## src/rtl/mem_load_sequencer.sv

```systemverilog
// Load-path sequencer: single-beat bus read, lane select onto byte/half/word outputs.
// Optional misaligned-access trap enabled by defining LOAD_MISALIGN_TRAP_EN.
module mem_load_sequencer #(
    parameter int ADDR_W      = 32,
    parameter int TIMEOUT_CYC = 15
) (
    input  logic              clk,
    input  logic              rst_n,
    input  logic              req_valid,
    output logic              req_ready,
    input  logic [ADDR_W-1:0] req_addr,
    input  logic [1:0]        req_size,
    output logic              bus_rd_en,
    output logic [ADDR_W-1:0] bus_addr,
    input  logic              bus_ack,
    input  logic [31:0]       bus_rdata,
    output logic [7:0]        ByteOut,
    output logic [15:0]       HalfOut,
    output logic [31:0]       WordOut,
    output logic              rsp_valid,
    output logic              rsp_err,
    output logic              busy
);

    typedef enum logic [1:0] {
        IDLE,
        WAIT,
        RESP
    } state_t;

    localparam int              CNT_W    = $clog2(TIMEOUT_CYC + 1);
    localparam logic [CNT_W-1:0] CNT_LAST = CNT_W'(TIMEOUT_CYC - 1);

    state_t           state;
    logic [CNT_W-1:0] cnt;
    logic [1:0]       size_q;
    logic [1:0]       offs_q;
    logic             req_illegal;

    always_comb begin
        req_illegal = (req_size == 2'b11);
`ifdef LOAD_MISALIGN_TRAP_EN
        if (req_size == 2'b01 && req_addr[0])
            req_illegal = 1'b1;
        if (req_size == 2'b10 && req_addr[1:0] != 2'b00)
            req_illegal = 1'b1;
`endif
    end

    always_ff @(posedge clk or negedge rst_n) begin
        if (!rst_n) begin
            state     <= IDLE;
            cnt       <= '0;
            size_q    <= '0;
            offs_q    <= '0;
            req_ready <= 1'b1;
            bus_rd_en <= 1'b0;
            bus_addr  <= '0;
            ByteOut   <= '0;
            HalfOut   <= '0;
            WordOut   <= '0;
            rsp_valid <= 1'b0;
            rsp_err   <= 1'b0;
            busy      <= 1'b0;
        end else begin
            case (state)
                IDLE: begin
                    rsp_valid <= 1'b0;
                    rsp_err   <= 1'b0;
                    if (req_valid && req_ready) begin
                        req_ready <= 1'b0;
                        busy      <= 1'b1;
                        size_q    <= req_size;
                        offs_q    <= req_addr[1:0];
                        cnt       <= '0;
                        if (req_illegal) begin
                            // Error-only path: respond next cycle, never touch the bus
                            state     <= RESP;
                            rsp_valid <= 1'b1;
                            rsp_err   <= 1'b1;
                            ByteOut   <= '0;
                            HalfOut   <= '0;
                            WordOut   <= '0;
                        end else begin
                            state     <= WAIT;
                            bus_rd_en <= 1'b1;
                            bus_addr  <= {req_addr[ADDR_W-1:2], 2'b00};
                        end
                    end
                end
                WAIT: begin
                    // Ack is checked first so it wins over a simultaneous timeout
                    if (bus_ack) begin
                        state     <= RESP;
                        bus_rd_en <= 1'b0;
                        rsp_valid <= 1'b1;
                        rsp_err   <= 1'b0;
                        case (size_q)
                            2'b00: begin
                                case (offs_q)
                                    2'd0:    ByteOut <= bus_rdata[7:0];
                                    2'd1:    ByteOut <= bus_rdata[15:8];
                                    2'd2:    ByteOut <= bus_rdata[23:16];
                                    default: ByteOut <= bus_rdata[31:24];
                                endcase
                            end
                            2'b01:   HalfOut <= offs_q[1] ? bus_rdata[31:16] : bus_rdata[15:0];
                            2'b10:   WordOut <= bus_rdata;
                            default: ;
                        endcase
                    end else if (cnt == CNT_LAST) begin
                        state     <= RESP;
                        bus_rd_en <= 1'b0;
                        rsp_valid <= 1'b1;
                        rsp_err   <= 1'b1;
                        ByteOut   <= '0;
                        HalfOut   <= '0;
                        WordOut   <= '0;
                    end else begin
                        cnt <= cnt + 1'b1;
                    end
                end
                RESP: begin
                    state     <= IDLE;
                    rsp_valid <= 1'b0;
                    rsp_err   <= 1'b0;
                    req_ready <= 1'b1;
                    busy      <= 1'b0;
                end
                default: state <= IDLE;
            endcase
        end
    end

endmodule

```

## config.mk

```make
export PLATFORM = sky130hd
export DESIGN_NAME = mem_load_sequencer
export DESIGN_NICKNAME = d
export VERILOG_FILES = /design/src/rtl/mem_load_sequencer.sv
export SDC_FILE = /design/constraint.sdc
export NUM_CORES = 1
export LEC_CHECK = 0
export ABC_CLOCK_PERIOD_IN_PS = 2600
export BUFFER_PORTS_ARGS = -buffer_cell sky130_fd_sc_hd__buf_4
export CORE_UTILIZATION = 51
export DETAILED_ROUTE_END_ITERATION = 16
export GPL_ROUTABILITY_DRIVEN = 1
export PLACE_DENSITY = 0.8
export SYNTH_ARGS = -nofsm -noshare
export SYNTH_HDL_FRONTEND = slang
export SYNTH_SLANG_ARGS = --single-unit
```

## constraint.sdc

```tcl
create_clock -name clk -period 2.6 [get_ports clk]
set_input_delay 0.26 -clock clk [delete_from_list [all_inputs] [get_ports clk]]
set_output_delay 0.26 -clock clk [all_outputs]
set_load 0.01 [all_outputs]
```

==> parameters.txt, run 1 <==
Parameter                              Value

Die
  Chip width ... 101 um
  Site row count ... 35
  Ports placed on the boundary ... around 160
  Die Footprint ... approximately 10000 sq um
  Effective utilization at floorplan ... 0.532
  Core footprint ... ~9400 sq um
  Die Height ... roughly 100 um

Setup path
  Critical register-to-register path endpoint ... HalfOut[1]
  Data required time at the worst endpoint ... approximately 2.8 ns
  Reg-to-reg startpoint ... state[1]
  Setup crit start kind ... flip-flop
  Crit-path max FO ... 28
  Depth of the worst register-to-register path ... 7
  Worst setup EP type ... flip-flop
  Class of the most critical setup path ... flip-flop to flip-flop
  Critical path data arrival time ... 2.59 ns
  FF-to-FF setup slack ... between 0.2 and 0.25 ns

CTS
  CTS max path bufs ... 2
  Number of H-tree levels ... 3
  Num CTS Buffers ... 9
  Source-to-sink clock delay at the later pin of the worst-skew pair ... roughly 0.36 ns
  Post-cts gate resize count ... 0
  Number of clock sinks ... approximately 100
  Quantity of hold-fixing buffers added after cts ... 1
  Setup bufs post-CTS ... 0
  Clk pin slew, worst setup/hold paths ... around 0.10 ns
  Clk Tree Root Cell ... sky130_fd_sc_hd__clkbuf_8
  Clock tree from TritonCTS ... built

Yosys
  Most common flop cell mapped by yosys ... sky130_fd_sc_hd__dfrtp_1
  Seq/Total Area, Yosys ... 0.508
  Post-synthesis async set-or-reset flop share ... 1.00
  Distinct cell type count after synthesis ... 39
  Warnings, synthesis ... 0
  Mapped Cells ... between 300 and 400
  Number of enable flip-flop cells after synthesis ... 0
  Synthesized area divided by synthesized cell count ... ~13 sq um
  Flip-flop and latch count after synthesis ... approximately 100
  Area of the mapped netlist ... between 4000 and 5000 sq um

Finish
  Final standard cell utilization of the core ... 0.689
  Nets@finish ... 606
  Area growth from synthesis to layout ... 29.6%
  Number of antenna diodes ... 0
  Leading cell types in the layout, fill and taps excluded ... 165 x sky130_fd_sc_hd__buf_4, 100 x sky130_fd_sc_hd__dfrtp_1, 41 x sky130_fd_sc_hd__mux2_2
  Fraction of final layout cells with drive strength greater than 1 ... 0.528
  Number of fill cells ... 723
  Most common cell after layout, fill and taps aside ... sky130_fd_sc_hd__buf_4

Route
  Number of DRC violations after detailed-routing iteration 0 ... approximately 110
  Count of unresolved DRC violations after routing ... 0
  DRT antenna net count ... 0
  Routed via count ... roughly 3500
  Total routed wirelength ... ~12 mm
  Via density per instance ... approximately 5.3
  Detailed-router iteration count before antenna repair ... 4
  Post-DR wirelength/cell ... 17.8 um

Pwr
  Leak ... between 0.003 and 0.004 uW
  Internal power consumption ... between 4000 and 5000 uW
  Switch share ... 0.369
  P_sw ... 2450 uW
  Maximum ir drop on the vdd rail ... ~0.5 mV
  Power per standard cell area ... 1030 nW/um^2
  Sequential power share ... 0.366
  Proportion of power drawn by the clock network ... 0.134
  Combinational share of power ... 0.500

Global route
  Global route total overflow ... 0
  Overall global routing resource usage ... 0.237
  Global-route wire length before repair ... around 18 mm
  Number of antenna violations at the first check in global routing ... 0
  Vias in the first global route ... between 3000 and 4000
  Largest net degree at the start of global routing ... 65

Timing
  Number of failing hold endpoints at the final stage ... 0
  Number of endpoints failing setup at the final stage ... 0
  Upper clock frequency limit ... around 430 MHz
  RSZ-0062 raised after global routing ... no
  Post-route minimum period ... 2.35 ns
  Pins Over Slew Limit ... 0
  Slew at the pin with the worst max-slew slack ... 0.544 ns
  Clk_skew ... between 0.01 and 0.015 ns
  Summed negative setup slack over all endpoints ... 0 ns
  Worst-case headroom to the max-slew limit ... 0.637
  Final worst-path cycle share ... 0.904

Min path
  Worst hold start ... req_addr[7]
  Worst min-delay path category ... input pin to flip-flop
  Instance count along the most critical hold path ... 2
  Endpoint, Worst Hold ... bus_addr[7]

Placed design
  HPWL reported at the end of detailed placement ... 8.69 mm
  Port buffer count ... 160
  Placer Congestion ... a little under 0.9

Run
  Maximum Capacitance Violations ... 0

Run status
  Outcome ... complete, no violations
==> critical path, cell delays in order (launching register included) <==
cell                      delay (ns)
sky130_fd_sc_hd__dfrtp_1        0.43
sky130_fd_sc_hd__inv_1          0.09
sky130_fd_sc_hd__ha_1           0.32
sky130_fd_sc_hd__buf_4          0.32
sky130_fd_sc_hd__and2_4         0.30
sky130_fd_sc_hd__o21ai_2        0.10
sky130_fd_sc_hd__nand3_4        0.27
sky130_fd_sc_hd__mux2_2         0.37
==> cell usage after synthesis, types with 2 or more instances <==
master                       n  area [sq um]
sky130_fd_sc_hd__dfrtp_1   100          2500
sky130_fd_sc_hd__mux2_2     41           462
sky130_fd_sc_hd__mux2_4     40           601
sky130_fd_sc_hd__and3_1     33           206
sky130_fd_sc_hd__nor2_1     26          97.6
sky130_fd_sc_hd__mux2i_1    25           250
sky130_fd_sc_hd__inv_1      17          63.8
sky130_fd_sc_hd__nand2_1    12          45.0
sky130_fd_sc_hd__a21oi_1     9          45.0
sky130_fd_sc_hd__clkbuf_1    9          33.8
sky130_fd_sc_hd__buf_2       8          40.0
sky130_fd_sc_hd__mux4_2      8           180
sky130_fd_sc_hd__ha_1        6          75.1
sky130_fd_sc_hd__o21ai_0     6          30.0
sky130_fd_sc_hd__buf_6       5          56.3
sky130_fd_sc_hd__a31o_2      2          17.5
sky130_fd_sc_hd__buf_4       2          15.0
sky130_fd_sc_hd__nand3_1     2          10.0
sky130_fd_sc_hd__nand3_2     2          20.0
sky130_fd_sc_hd__o22ai_1     2          12.5
==> logic make-up after synthesis <==
kind of cell,Yosys count,share of synthesized area
fa+ha+maj,6,0.0151
mux,115,0.302
simple gates,85,0.0962
compound gates,25,0.0364
other cells,1,0.000753
flops,101,0.508
buf+inv,41,0.0419
==> sequential cells by signal, indices dropped and copies added, names as in the netlist <==
name       cells
WordOut       32
bus_addr      30
HalfOut       16
ByteOut        8
cnt            4
offs_q         2
size_q         2
state          2
bus_rd_en      1
busy           1
req_ready      1
rsp_err        1
rsp_valid      1
==> final cells by class <==
| type | count | area [sq um] | area share |
|---|---|---|---|
| flip-flops and latches | 101 | 2530 | 0.392 |
| multi-input cells | 233 | 2250 | 0.348 |
| repair buffers | 168 | 1290 | 0.200 |
| well taps | 129 | 161 | 0.0250 |
| clock buffers | 10 | 128 | 0.0198 |
| inverters | 17 | 63.8 | 0.00989 |
| clock inverters | 5 | 36.3 | 0.00562 |
==> power groups by stage <==
stage	Clock, uW	Sequential [uW]	Combinational [uW]
6_report	888	2430	3320
5_1_grt	973	2490	3540
4_1_cts	910	2430	3330
3_5_place_dp	0	2460	3320
3_3_place_gp	0	2430	3240
2_1_floorplan	0	2560	2040
==> worst max path at each step <==
stage,start,to,slack [ns],depth (start not counted)
floorplan,state[0],WordOut[10],0.71,8
global placement,state[0],WordOut[9],0.38,7
detailed placement,state[0],WordOut[10],0.29,7
CTS,state[0],WordOut[22],0.28,7
global route,state[0],WordOut[5],0.17,7
finish,state[1],HalfOut[1],0.25,7
==> per-stage QoR <==
| stage | std cells | worst slack, ns | cell area (sq um) | hold WS (ns) | total power (uW) |
|---|---|---|---|---|---|
| after global placement | 647 | 0.383 | 6280 | 0.252 | 5670 |
| after global routing | 663 | 0.166 | 6450 | 0.0957 | 7000 |
| after detailed placement | 647 | 0.292 | 6280 | 0.267 | 5780 |
| after floorplan | 375 | 0.711 | 4980 | -0.0356 | 4600 |
| final | 663 | 0.249 | 6450 | 0.103 | 6630 |
| after CTS | 663 | 0.276 | 6450 | 0.0987 | 6670 |
==> per-layer routing <==
metal | GRT usage | share of wire | vias up
met5 | 0 | 0 | -
met4 | 0.0814 | 0.021 | 0
met3 | 0.0437 | 0.055 | 23
met2 | 0.384 | 0.49 | 134
met1 | 0.322 | 0.43 | 1752
li1 | - | - | 1615
Power figures use the tool's default switching activity.
==> inputs of run 2 (changes only) <==
--- a/config.mk
+++ b/config.mk
@@ -11,6 +11,7 @@
 export DETAILED_ROUTE_END_ITERATION = 16
 export GPL_ROUTABILITY_DRIVEN = 1
 export PLACE_DENSITY = 0.8
+export RECOVER_POWER = 25
 export SYNTH_ARGS = -nofsm -noshare
 export SYNTH_HDL_FRONTEND = slang
 export SYNTH_SLANG_ARGS = --single-unit
==> run 2 against run 1 <==
Against the previous run:
- via count down 0.54%
- maximum frequency up 0.47%
- register-to-register slack about the same
- critical path depth is the same
- largest power group unchanged
- combinational power decreased by 4%
- power fell by 2.1%
==> parameters.txt, run 2 (same netlist as run 1, synthesis figures left out) <==
Parameter                              Value

Die
  Ports placed on the boundary ... roughly 160
  Site row count ... 35
  Die Footprint ... slightly above 10000 sq um
  Effective utilization at floorplan ... 0.532
  Core footprint ... ~9400 sq um
  Die Height ... 101 um
  Chip width ... roughly 100 um

Timing
  Pins Over Slew Limit ... 0
  Post-route minimum period ... 2.34 ns
  Slew at the pin with the worst max-slew slack ... between 0.9 and 1 ns
  Number of endpoints failing setup at the final stage ... 0
  Clk_skew ... ~0.013 ns
  Worst-case headroom to the max-slew limit ... 0.341
  Upper clock frequency limit ... 427 MHz
  Final worst-path cycle share ... 0.900
  Summed negative setup slack over all endpoints ... 0 ns
  Number of failing hold endpoints at the final stage ... 0
  RSZ-0062 raised after global routing ... no

Setup path
  Crit-path max FO ... 17
  Levels on crit path ... 7
  Worst setup EP type ... flip-flop
  Data required time at the worst endpoint ... between 2 and 3 ns
  Cells along the critical path ... inv_1 > ha_1 > nor2_1 > a21oi_4 > nand3b_4 > buf_12 > mux2_4
  Buffering stage count on the worst path with inverters included ... 2
  Largest stage delay on the critical path ... about 0.42 ns
  CP startpoint ... state[0]
  Critical-path top delay cell ... sky130_fd_sc_hd__dfrtp_1
  Setup crit start kind ... flip-flop
  FF-to-FF setup slack ... between 0.2 and 0.3 ns
  Critical register-to-register path endpoint ... WordOut[30]
  Reg-to-reg startpoint ... state[0]
  Destination of the critical timing path ... WordOut[30]
  Critical path data arrival time ... ~2.6 ns
  Kind of cell adding the most delay to the critical path ... simple AND/OR/NAND/NOR gates
  Depth of the worst register-to-register path ... 7
  Class of the most critical setup path ... flip-flop to flip-flop

Finish
  Final standard cell utilization of the core ... 0.674
  Most common cell after layout, fill and taps aside ... sky130_fd_sc_hd__buf_4
  Number of antenna diodes ... 0
  Number of fill cells ... about 760
  Area growth from synthesis to layout ... 26.9%
  Fraction of final layout cells with drive strength greater than 1 ... 0.463
  Leading cell types in the layout, fill and taps excluded ... 129 x sky130_fd_sc_hd__buf_4, 100 x sky130_fd_sc_hd__dfrtp_1, 41 x sky130_fd_sc_hd__mux2_2
  Registers with the most flip-flops ... WordOut x32, bus_addr x30, HalfOut x16
  Flip-flop count of the largest register after layout ... 32
  Nets@finish ... 606
  Largest register by flop count ... WordOut

Pwr
  Maximum ir drop on the vdd rail ... between 0.4 and 0.5 mV
  Power per standard cell area ... 1030 nW/um^2
  Leak ... approximately 0.0033 uW

Run status
  Outcome ... complete, no violations

Run
  Maximum Capacitance Violations ... 0

Global route
  Overall global routing resource usage ... 0.237
  Most crowded layer after global routing ... met2
  Global routing usage on met2 ... 0.384
  Global route total overflow ... 0
  Met1 layer usage reported by global route ... 0.322
  Vias in the first global route ... about 3400
  Met3 routing resource usage after global routing ... 0.0437
  Global-route wire length before repair ... 18.0 mm
  Largest net degree at the start of global routing ... between 60 and 70
  Number of antenna violations at the first check in global routing ... 0

Placed design
  Placer Congestion ... approximately 0.89
  Port buffer count ... 160
  HPWL reported at the end of detailed placement ... roughly 8.7 mm

Route
  Routed via count ... 3505
  Detailed-router iteration count before antenna repair ... 4
  Count of unresolved DRC violations after routing ... 0
  Number of DRC violations after detailed-routing iteration 0 ... ~100
  Post-DR wirelength/cell ... 17.8 um
  Via density per instance ... 5.29
  DRT antenna net count ... 0
  Total routed wirelength ... around 12 mm

CTS
  CTS max path bufs ... 2
  Clk pin slew, worst setup/hold paths ... about 0.10 ns
  Clock tree from TritonCTS ... built
  Number of clock sinks ... just over 100
  Setup bufs post-CTS ... 0
  Num CTS Buffers ... 9
  Quantity of hold-fixing buffers added after cts ... 1
  Number of H-tree levels ... 3
  Clk Tree Root Cell ... sky130_fd_sc_hd__clkbuf_8
  Post-cts gate resize count ... 0
  Source-to-sink clock delay at the later pin of the worst-skew pair ... approximately 0.36 ns

Min path
  Worst min-delay path category ... input pin to flip-flop
  Instance count along the most critical hold path ... 2
  Worst hold start ... req_addr[7]
==> run 2: final cells by class <==
class                           instances  area (sq um)  share of cell area
Clock buffer                           10           128              0.0202
Clock inverter                          5          36.3             0.00574
Inverter                               17          63.8              0.0101
Multi-Input combinational cell        233          2250               0.356
Sequential cell                       101          2530               0.400
Tap cell                              129           161              0.0255
Timing Repair Buffer                  168          1150               0.183
==> run 2: layer usage <==
metal  wire length (um)  up-vias
met5                  0        -
met1               5150     1733
met4                260        0
met2               5800      128
li1                   -     1618
met3                577       26
==> run 2: worst register-to-register path: stages, from the launching register on <==
cell and delay (ns):
sky130_fd_sc_hd__dfrtp_1 0.42, sky130_fd_sc_hd__inv_1 0.12, sky130_fd_sc_hd__ha_1 0.34, sky130_fd_sc_hd__nor2_1 0.19
sky130_fd_sc_hd__a21oi_4 0.24, sky130_fd_sc_hd__nand3b_4 0.31, sky130_fd_sc_hd__buf_12 0.30, sky130_fd_sc_hd__mux2_4 0.31
==> run 2: how the worst min path moves through the flow <==
stage                   end  slack [ns]
2_1_floorplan    ByteOut[0]       -0.04
3_3_place_gp    WordOut[16]        0.25
3_5_place_dp    WordOut[16]        0.27
4_1_cts         bus_addr[7]         0.1
5_1_grt        bus_addr[27]         0.1
6_report        bus_addr[7]        0.10
==> run 2: power by group <==
| group | switching [uW] | internal [uW] |
|---|---|---|
| logic | 1550 | 1630 |
| clock network | 538 | 349 |
| registers | 356 | 2070 |
==> run 2: per-stage QoR <==
| step | hold slack (ns) | setup WS, ns | cells | power [uW] | cell area [sq um] |
|---|---|---|---|---|---|
| floorplan | -0.0356 | 0.711 | 375 | 4600 | 4980 |
| global placement | 0.252 | 0.383 | 647 | 5670 | 6280 |
| detailed placement | 0.267 | 0.292 | 647 | 5780 | 6280 |
| CTS | 0.0987 | 0.276 | 663 | 6670 | 6450 |
| global route | 0.0957 | 0.166 | 663 | 6860 | 6320 |
| finish | 0.103 | 0.260 | 663 | 6500 | 6320 |
